### config.mk
export PLATFORM = sky130hd
export DESIGN_NAME = onehot_mask_decoder
export DESIGN_NICKNAME = d
export VERILOG_FILES = /design/src/rtl/onehot_mask_decoder_pkg.sv /design/src/rtl/onehot_mask_decoder_dec4.sv /design/src/rtl/onehot_mask_decoder.sv
export SDC_FILE = /design/constraint.sdc
export NUM_CORES = 1
export LEC_CHECK = 0
export ABC_CLOCK_PERIOD_IN_PS = 3700
export CAP_MARGIN = 0
export CORE_ASPECT_RATIO = 1.25
export CORE_UTILIZATION = 48
export CTS_BUF_LIST = sky130_fd_sc_hd__clkbuf_2 sky130_fd_sc_hd__clkbuf_4 sky130_fd_sc_hd__clkbuf_8
export CTS_CLUSTER_SIZE = 8
export DETAILED_ROUTE_END_ITERATION = 10
export MAX_ROUTING_LAYER = met4
export PLACE_DENSITY = 0.77
export SYNTH_ARGS = -nofsm -noshare
export SYNTH_HDL_FRONTEND = slang
export SYNTH_SLANG_ARGS = --single-unit
### constraint.sdc
create_clock -name clk -period 3.7 [get_ports clk]
set_clock_uncertainty 0.2 [all_clocks]
set_input_delay 0.37 -clock clk [delete_from_list [all_inputs] [get_ports clk]]
set_output_delay 0.37 -clock clk [all_outputs]
set_load 0.05 [all_outputs]
### src/rtl/onehot_mask_decoder_pkg.sv
// rtl/onehot_mask_decoder_pkg.sv - shared constants and state type for the one-hot mask decoder
// Purpose: the terminator code, the mask, index and count widths, and the frame
//          state enumeration used by onehot_mask_decoder and onehot_dec4.
// Ports:   none (package)
package onehot_mask_decoder_pkg;

  localparam logic [7:0] CODE_NONE = 8'hF0;
  localparam int         MASK_W    = 16;
  localparam int         IDX_W     = 4;
  localparam int         CNT_W     = 5;

  typedef enum logic [1:0] {
    IDLE  = 2'd0,
    ACCUM = 2'd1,
    DONE  = 2'd2
  } state_t;

endpackage

### src/rtl/onehot_mask_decoder_dec4.sv
// rtl/onehot_mask_decoder_dec4.sv - 4-bit index to 16-bit one-hot decoder
// Purpose: combinational decode of a bit index into a word with only that bit set.
// Ports:   i_idx    - 4-bit bit index
//          o_onehot - 16-bit word with bit i_idx set, all others clear
module onehot_dec4
  import onehot_mask_decoder_pkg::*;
(
  input  logic [IDX_W-1:0]  i_idx,
  output logic [MASK_W-1:0] o_onehot
);

  localparam logic [MASK_W-1:0] ONE = {{(MASK_W-1){1'b0}}, 1'b1};

  assign o_onehot = ONE << i_idx;

endmodule

### src/rtl/onehot_mask_decoder.sv
// rtl/onehot_mask_decoder.sv - rebuilds a 16-bit mask from a frame of bit-index codes
// Purpose: accepts codes 0..15 (bit indices) terminated by 8'hF0 and presents the
//          reconstructed mask, its population count and an error flag for the frame.
// Ports:   clk, rst            - clock, asynchronous active-high reset
//          in_valid/in_ready   - input code handshake
//          in_code             - 8'd0..8'd15 bit index, 8'hF0 terminator
//          out_valid/out_ready - result handshake
//          out_mask            - reconstructed mask
//          out_count           - number of bits set in out_mask
//          out_err             - invalid, duplicate or (STRICT_ORDER) out-of-order code seen
module onehot_mask_decoder
  import onehot_mask_decoder_pkg::*;
#(
  parameter bit STRICT_ORDER = 1'b1
) (
  input  logic              clk,
  input  logic              rst,
  input  logic              in_valid,
  output logic              in_ready,
  input  logic [7:0]        in_code,
  output logic              out_valid,
  input  logic              out_ready,
  output logic [MASK_W-1:0] out_mask,
  output logic [CNT_W-1:0]  out_count,
  output logic              out_err
);

  state_t             r_state;
  state_t             w_state_nxt;
  logic [MASK_W-1:0]  r_mask;
  logic [MASK_W-1:0]  w_mask_nxt;
  logic [CNT_W-1:0]   r_count;
  logic [CNT_W-1:0]   w_count_nxt;
  logic [IDX_W-1:0]   r_last;
  logic [IDX_W-1:0]   w_last_nxt;
  logic               r_err;
  logic               w_err_nxt;

  logic [MASK_W-1:0]  w_onehot;
  logic               w_accept;
  logic               w_is_none;
  logic               w_is_invalid;
  logic               w_is_dup;
  logic               w_out_of_order;

  onehot_dec4 u_dec4 (
    .i_idx    (in_code[IDX_W-1:0]),
    .o_onehot (w_onehot)
  );

  // in_ready is gated by rst so nothing looks acceptable while reset is held.
  assign in_ready  = !rst && (r_state != DONE);
  assign w_accept  = in_valid && in_ready;

  assign w_is_none      = (in_code == CODE_NONE);
  assign w_is_invalid   = !w_is_none && (in_code[7:4] != 4'h0);
  assign w_is_dup       = (r_mask & w_onehot) != '0;
  // Order is only judged against a previous index; the first index of a frame is always in order.
  assign w_out_of_order = STRICT_ORDER && (r_count != '0) && (in_code[IDX_W-1:0] >= r_last);

  always_comb begin
    w_state_nxt = r_state;
    w_mask_nxt  = r_mask;
    w_count_nxt = r_count;
    w_last_nxt  = r_last;
    w_err_nxt   = r_err;
    case (r_state)
      IDLE, ACCUM: begin
        if (w_accept) begin
          if (w_is_none) begin
            w_state_nxt = DONE;
          end else if (w_is_invalid) begin
            w_err_nxt = 1'b1;
          end else if (w_is_dup) begin
            // Duplicates never touch mask or count, which also bounds the count at 16.
            w_err_nxt = 1'b1;
          end else begin
            w_mask_nxt  = r_mask | w_onehot;
            w_count_nxt = r_count + 1'b1;
            w_last_nxt  = in_code[IDX_W-1:0];
            w_state_nxt = ACCUM;
            if (w_out_of_order) begin
              w_err_nxt = 1'b1;
            end
          end
        end
      end
      DONE: begin
        if (out_ready) begin
          w_state_nxt = IDLE;
          w_mask_nxt  = '0;
          w_count_nxt = '0;
          w_last_nxt  = '0;
          w_err_nxt   = 1'b0;
        end
      end
      default: begin
        w_state_nxt = IDLE;
      end
    endcase
  end

  always_ff @(posedge clk or posedge rst) begin
    if (rst) begin
      r_state <= IDLE;
    end else begin
      r_state <= w_state_nxt;
    end
  end

  always_ff @(posedge clk or posedge rst) begin
    if (rst) begin
      r_mask  <= '0;
      r_count <= '0;
      r_last  <= '0;
      r_err   <= 1'b0;
    end else begin
      r_mask  <= w_mask_nxt;
      r_count <= w_count_nxt;
      r_last  <= w_last_nxt;
      r_err   <= w_err_nxt;
    end
  end

  // Result fields come straight from the accumulators, which are frozen in DONE.
  assign out_valid = (r_state == DONE);
  assign out_mask  = r_mask;
  assign out_count = r_count;
  assign out_err   = r_err;

endmodule

==> results of run 1 <==
path summary, 6_finish.rpt:
kind	to	slack (ns)
worst min register to register	r_state[0]$_DFFE_PP0P_	0.31
min in group clk	r_state[0]$_DFFE_PP0P_	0.31
max in group asynchronous	r_last[1]$_DFFE_PP0P_	2.73
worst max register to register	out_mask[8]$_DFFE_PP0P_	1.36
worst max-delay path	out_mask[8]$_DFFE_PP0P_	0.82
worst min-delay path	out_err$_DFFE_PP0P_	0.30
metrics by stage:
stage / power (mW) / worst slack (ns) / utilization / area [um^2] / instances
2_1_floorplan: 0.478 / 1.28 / - / 1620 / 190
3_3_place_gp: 0.537 / 0.606 / 0.613 / 1970 / 254
3_5_place_dp: 0.544 / 0.529 / 0.613 / 1970 / 254
4_1_cts: 0.786 / 0.817 / 0.635 / 2050 / 258
5_1_grt: 0.820 / 0.576 / 0.635 / 2050 / 258
6_report: 0.782 / 0.821 / 0.635 / 2050 / 258
worst register-to-register path: stages, from the launching register on:
cell	delay, ns
dfrtp_1	0.41
or4bb_1	0.18
o211ai_2	0.09
a2111oi_2	0.44
and4_1	0.38
buf_4	0.33
a21oi_1	0.11
nor2_1	0.11
synthesized netlist by cell type (2+ instances only):
cell type and instances:
o21ai_0 4, nand2_1 21, ha_1 6, nor3_1 2, dfrtp_1 28, o211ai_2 2, buf_2 5, a21oi_1 20
or3_1 2, a211oi_1 2, a31oi_1 4, nand3_1 2, a41oi_1 2, nor2_1 36, buf_4 2, and4_1 3
nand2b_1 4, nor3b_1 3, clkbuf_1 2, o31ai_1 5, mux2i_1 2, and3_1 2, inv_1 13
metal layers:
| metal | share of wire | track usage | vias to the layer above |
|---|---|---|---|
| met4 | 0.022 | 0.135 | 0 |
| met3 | 0.031 | 0.0251 | 6 |
| met5 | 0 | - | - |
| li1 | - | - | 730 |
| met2 | 0.51 | 0.406 | 39 |
| met1 | 0.44 | 0.302 | 698 |
power groups by stage:
stage | registers (mW) | logic, mW | clock network, mW
2_1_floorplan | 0.397 | 0.0819 | 0
3_3_place_gp | 0.356 | 0.182 | 0
3_5_place_dp | 0.357 | 0.187 | 0
4_1_cts | 0.351 | 0.188 | 0.247
5_1_grt | 0.356 | 0.206 | 0.259
6_report | 0.351 | 0.186 | 0.244
cell families (layout without fill, tap and decap cells):
family / Yosys count / after routing
flops: 28 / 28
buf+inv: 23 / 54
simple gates: 86 / 86
mux: 2 / 2
compound gates: 45 / 45
fa+ha+maj: 6 / 6
flip-flops by register name, summed over array words and instances, names as in the netlist:
| name | cells |
|---|---|
| out_mask | 16 |
| out_err | 1 |
| out_count | 5 |
| r_state | 2 |
| r_last | 4 |
cell type report:
type	instances	area, um^2	share of cell area
inverter	13	48.8	0.0239
sequential	28	701	0.343
clock buffer	3	41.3	0.0202
clock inverter	1	30.0	0.0147
timing repair buffer	37	365	0.179
multi-input combinational	139	813	0.398
tap	37	46.3	0.0226
==> metrics.csv, run 1 <==
stage,metric,value,unit
synthesis,synthMuxAreaShare,0.0123,
cts,insertion_delay,0.28,ns
global_route,overflow,0,
timing,period_share,0.778,
synthesis,avgSynthCellArea,8.53,um^2
timing,rsz0062_at_grt,no,
cts,ctsHtreeMaxLevel,1,
cts,numCtsBuffers,3,
placed_design,port-buffer-count,35,
detailed_routing,detail-route-antenna-nets,0,
worst_setup_path,path_class,input pin to flip-flop,
timing,whs,0.301,ns
synthesis,async_flop_share,1.00,
timing,hold_viol_final,0,
synthesis,synth_top_cell_by_area,dfrtp_1,
floorplanning,ioPinCount,36,
synthesis,synth_compound_gate_area_share,0.183,
synthesis,synth-simple-area-share,0.260,
synthesis,synth_top_family_by_area,simple AND/OR/NAND/NOR gates,
cts,cts_tree,yes,
synthesis,syn_nets,208,
synthesis,synth_seq_area_share,0.432,
pwr,power_frac_clock,0.312,
worst_setup_path,cp-start-kind,input pin,
detailed_routing,vias,1473,
pwr,power_switching,0.234,mW
pwr,powerDensity,382,nW/um^2
layout,most-common-layout-cells,"36 x nor2_1, 35 x clkdlybuf4s50_1, 28 x dfrtp_1",
timing,tightest_slew,0.731,ns
layout,layout_commonest_cell,nor2_1,
detailed_routing,drt_iter0_drc,39,
pwr,ir_drop,0.301,mV
layout,final_nets,240,
placed_design,gp_congestion,0.944,
worst_setup_path,end_kind,flip-flop,
detailed_routing,wl,3760,um
timing,setup-tns-final,0,ns
floorplanning,start_util,0.503,
floorplanning,die_y,67.0,um
worst_setup_path,crit_arrival,2.88,ns
outcome,outcome,completed,
synthesis,synthCells,190,
cts,clock-sinks,28,
pwr,pwr-share-seq,0.449,
global_route,grt_max_degree,31,
timing,setup_violations,0,
worst_setup_path,worst-path-stages,8,
global_route,grt_usage,0.252,
worst_setup_path,crit_start,in_code[1],
worst_setup_path,cp_slowest_cell,clkdlybuf4s50_1,
global_route,antenna_found_initial,0,
hold_path,min_path_type,input pin to asynchronous set/reset pin,
synthesis,synth_top_area_share,0.432,
layout,n_fill_cell,288,
detailed_routing,drtPass1Iterations,4,
pwr,internal_power,0.548,mW
detailed_routing,drc,0,
pwr,p_sw_frac,0.299,
synthesis,synth_edf_count,0,
cts,clk_pin_slew,0.10,ns
timing,slew_viol_final,0,
synthesis,synth_area_leaders,"dfrtp_1 43%, nor2_1 8.3%, a21oi_1 6.2%",
floorplanning,die-area,3620,um^2
cts,cts_buffer_depth,2,
worst_setup_path,r2r_cells,7,
placed_design,hpwlAfterDp,2760,um
detailed_routing,routedWlPerCell,14.6,um
worst_setup_path,timing.critical_path.required,3.70,ns
cts,clock-root-buffer,clkbuf_8,
worst_setup_path,path_max_fanout,30,
synthesis,ys_ff_latch,28,
global_route,grt_pass1_wl,6390,um
synthesis,yosys_warnings,0,
detailed_routing,post_drt_via_cell_ratio,5.71,
synthesis,synthAdderAreaFrac,0.0463,
worst_setup_path,critical_path.top_delay_family,buffers and inverters,
cts,cts-hold-fix-buffers,0,
cts,cts_resized,0,
pwr,p_leak,0.908,nW
layout,layout-drive-gt1-share,0.0543,
timing,clock.fmax,347,MHz
timing,period_needed,2.88,ns
floorplanning,core,3220,um^2
worst_setup_path,crit_chain,"clkdlybuf4s50_1, mux2i_1, a211oi_1, a2111oi_2, and4_1, buf_4, a21oi_1, nor2_1",
worst_setup_path,path_buf_inv,2,
floorplanning,placementRows,23,
synthesis,syn_area,1620,um^2
worst_setup_path,max_stage_delay,0.78,ns
timing,slew_headroom,0.513,
layout,diodes,0,
synthesis,yosysUniqueCellTypes,41,
synthesis,synth_xor_area_frac,0,
run,max_cap_violations,0,
worst_setup_path,r2r_start,out_mask[4]$_DFFE_PP0P_,
synthesis,synth_flop_cell,dfrtp_1,
global_route,grt_pass1_vias,1424,
floorplanning,die_w,54.0,um
cts,post_cts_buffers,0,
layout,areaGrowthSynthToFinish,26.2,%
pwr,pwr-share-comb,0.238,
Note: power is estimated with default switching activity, not from simulation.
==> inputs of run 2 (changes only) <==
--- a/config.mk
+++ b/config.mk
@@ -5,15 +5,15 @@
 export SDC_FILE = /design/constraint.sdc
 export NUM_CORES = 1
 export LEC_CHECK = 0
-export ABC_CLOCK_PERIOD_IN_PS = 3700
+export ABC_CLOCK_PERIOD_IN_PS = 2400
 export CAP_MARGIN = 0
 export CORE_ASPECT_RATIO = 1.25
-export CORE_UTILIZATION = 48
+export CORE_UTILIZATION = 47
 export CTS_BUF_LIST = sky130_fd_sc_hd__clkbuf_2 sky130_fd_sc_hd__clkbuf_4 sky130_fd_sc_hd__clkbuf_8
 export CTS_CLUSTER_SIZE = 8
 export DETAILED_ROUTE_END_ITERATION = 10
 export MAX_ROUTING_LAYER = met4
-export PLACE_DENSITY = 0.77
+export PLACE_DENSITY = 0.78
 export SYNTH_ARGS = -nofsm -noshare
 export SYNTH_HDL_FRONTEND = slang
 export SYNTH_SLANG_ARGS = --single-unit
==> constraint.sdc (replaced) <==
create_clock -name clk -period 2.4 [get_ports clk]
set_clock_uncertainty 0.2 [all_clocks]
set_input_delay 0.24 -clock clk [delete_from_list [all_inputs] [get_ports clk]]
set_output_delay 0.24 -clock clk [all_outputs]
set_load 0.05 [all_outputs]
==> run 2 against run 1 <==
  * Wire length is 6.3% higher
  * Final cell count is 8.1% higher
  * Cell area grew 8.8%
  * Worst hold slack got worse by 0.054 ns
  * Count of clock-buffer cells in the layout is the same
  * First-iteration DRC count decreased by 31%
  * Clock power grew 52%
  * Sequential share of layout area is 2.7 points lower
  * Largest cell class unchanged
  * Sequential cell count stayed put
  * Sequential power rose by 54%
==> metrics.csv, run 2 (same netlist as run 1, synthesis figures left out) <==
stage,metric,value,unit
layout,final_area,2230,um^2
cts,ctsHtreeMaxLevel,1,
cts,clk_pin_slew,0.10,ns
detailed_routing,drt_iter0_drc,27,
layout,diodes,0,
run,max_cap_violations,0,
layout,n_fill_cell,276,
outcome,outcome,completed,
layout,areaGrowthSynthToFinish,37.3,%
timing,tightest_slew,0.502,ns
layout,layout-drive-gt1-share,0.161,
layout,largest_register_ffs,16,
global_route,grtUsageMet1,0.287,
worst_setup_path,crit_chain,"clkdlybuf4s50_1, buf_4, o211ai_2, a2111oi_4, and4_4, a41oi_1, or3_1",
placed_design,dp_cells,275,
worst_setup_path,path_max_fanout,8,
timing,setup_violations,0,
cts,insertion_delay,0.27,ns
worst_setup_path,r2r_slack,0.21,ns
detailed_routing,post_drt_via_cell_ratio,5.52,
cts,cts_tree,yes,
worst_setup_path,cp_slowest_cell,clkdlybuf4s50_1,
timing,period_share,0.971,
detailed_routing,wl,3990,um
timing,slew_headroom,0.664,
placed_design,placed_cell_area,2130,um^2
global_route,grt_usage,0.239,
timing,rsz0062_at_grt,no,
timing,slew_viol_final,0,
pwr,ir_drop,0.417,mV
global_route,grt_max_degree,29,
worst_setup_path,timing.critical_path.required,2.36,ns
worst_setup_path,path_buf_inv,2,
pwr,powerDensity,548,nW/um^2
layout,most-common-layout-cells,"36 x nor2_1, 30 x clkdlybuf4s50_1, 27 x dfrtp_1",
timing,hold_viol_final,0,
timing,clock.fmax,429,MHz
detailed_routing,vias,1541,
detailed_routing,detail-route-antenna-nets,0,
floorplanning,placementRows,23,
layout,regArea,702,um^2
floorplanning,core,3250,um^2
global_route,grt_pass1_vias,1464,
floorplanning,die_w,54.5,um
detailed_routing,drc,0,
layout,layout_commonest_cell,nor2_1,
detailed_routing,drtPass1Iterations,4,
cts,post_cts_buffers,0,
global_route,antenna_found_initial,0,
global_route,grt_busiest_layer,met2,
worst_setup_path,cp-start-kind,input pin,
layout,instances_no_fill,279,
floorplanning,start_util,0.499,
global_route,overflow,0,
layout,finalCoreUtilization,0.684,
pwr,p_leak,1.03,nW
cts,clock-root-buffer,clkbuf_8,
global_route,grtUsageMet3,0.0135,
placed_design,hpwlAfterDp,2950,um
floorplanning,die-area,3690,um^2
worst_setup_path,crit_arrival,2.29,ns
timing,period_needed,2.33,ns
cts,clock-sinks,28,
placed_design,port-buffer-count,35,
worst_setup_path,end_kind,flip-flop,
timing,setup-tns-final,0,ns
layout,final_nets,261,
floorplanning,ioPinCount,36,
placed_design,gp_congestion,0.965,
detailed_routing,routedWlPerCell,14.3,um
worst_setup_path,path_class,input pin to flip-flop,
floorplanning,die_y,67.7,um
global_route,grt_pass1_wl,6300,um
worst_setup_path,max_stage_delay,0.55,ns
global_route,use_met2,0.422,
hold_path,min_path_type,input pin to flip-flop,
worst_setup_path,critical_path.top_delay_family,buffers and inverters,
layout,multi_input_area,836,um^2
cts,numCtsBuffers,3,
cts,cts_buffer_depth,2,
run 2: per-layer routing:
layer,share of wire,vias to the layer above
met5,0,-
met4,0.011,0
met3,0.018,6
met2,0.51,35
met1,0.46,734
li1,-,766
run 2: power breakdown:
group / switching (mW) / total (mW) / internal [mW] / leakage, nW
clock: 0.148 / 0.372 / 0.223 / 0.0357
combinational: 0.181 / 0.310 / 0.129 / 0.636
sequential: 0.0291 / 0.539 / 0.510 / 0.355
total: 0.358 / 1.22 / 0.862 / 1.03
run 2: path summary, 6_finish.rpt:
check	startpoint	to	cells past startpoint
max	in_code[1]	out_count[3]$_DFFE_PP0P_	7
min	in_code[2]	r_last[2]$_DFFE_PP0P_	3
max reg2reg	r_state[1]$_DFFE_PP0P_	out_count[3]$_DFFE_PP0P_	5
min reg2reg	r_state[0]$_DFFE_PP0P_	r_state[0]$_DFFE_PP0P_	1
max in group asynchronous	rst	out_mask[4]$_DFFE_PP0P_	4
min in group asynchronous	rst	out_mask[12]$_DFFE_PP0P_	4
run 2: final cells by class:
type / count / area share
Clock buffer: 3 / 0.0185
Multi-Input combinational cell: 139 / 0.375
Clock inverter: 1 / 0.0135
Sequential cell: 28 / 0.315
Tap cell: 37 / 0.0208
Inverter: 13 / 0.0219
Timing Repair Buffer: 58 / 0.234
run 2: per-stage QoR:
step,worst slack (ns),hold WS (ns),power [mW]
2_1_floorplan,0.0308,0.114,0.738
3_3_place_gp,-0.359,0.287,0.850
3_5_place_dp,-0.456,0.297,0.856
4_1_cts,0.00578,0.244,1.23
5_1_grt,0.00784,0.272,1.28
6_report,0.0698,0.246,1.22
run 2: tightest hold or removal path: stages:
cell	delay (ns)
dlygate4sd2_1	0.30
nand2_1	0.08
o31ai_1	0.06
run 2: timing repair:
action                                  in CTS  in global routing
hold buffers                                 0                  0
hold endpoints to repair                     0                  0
pin swaps                                    2                  2
endpoints found under the setup margin      24                  1
resized for setup                            7                  2
cloned                                       0                  0
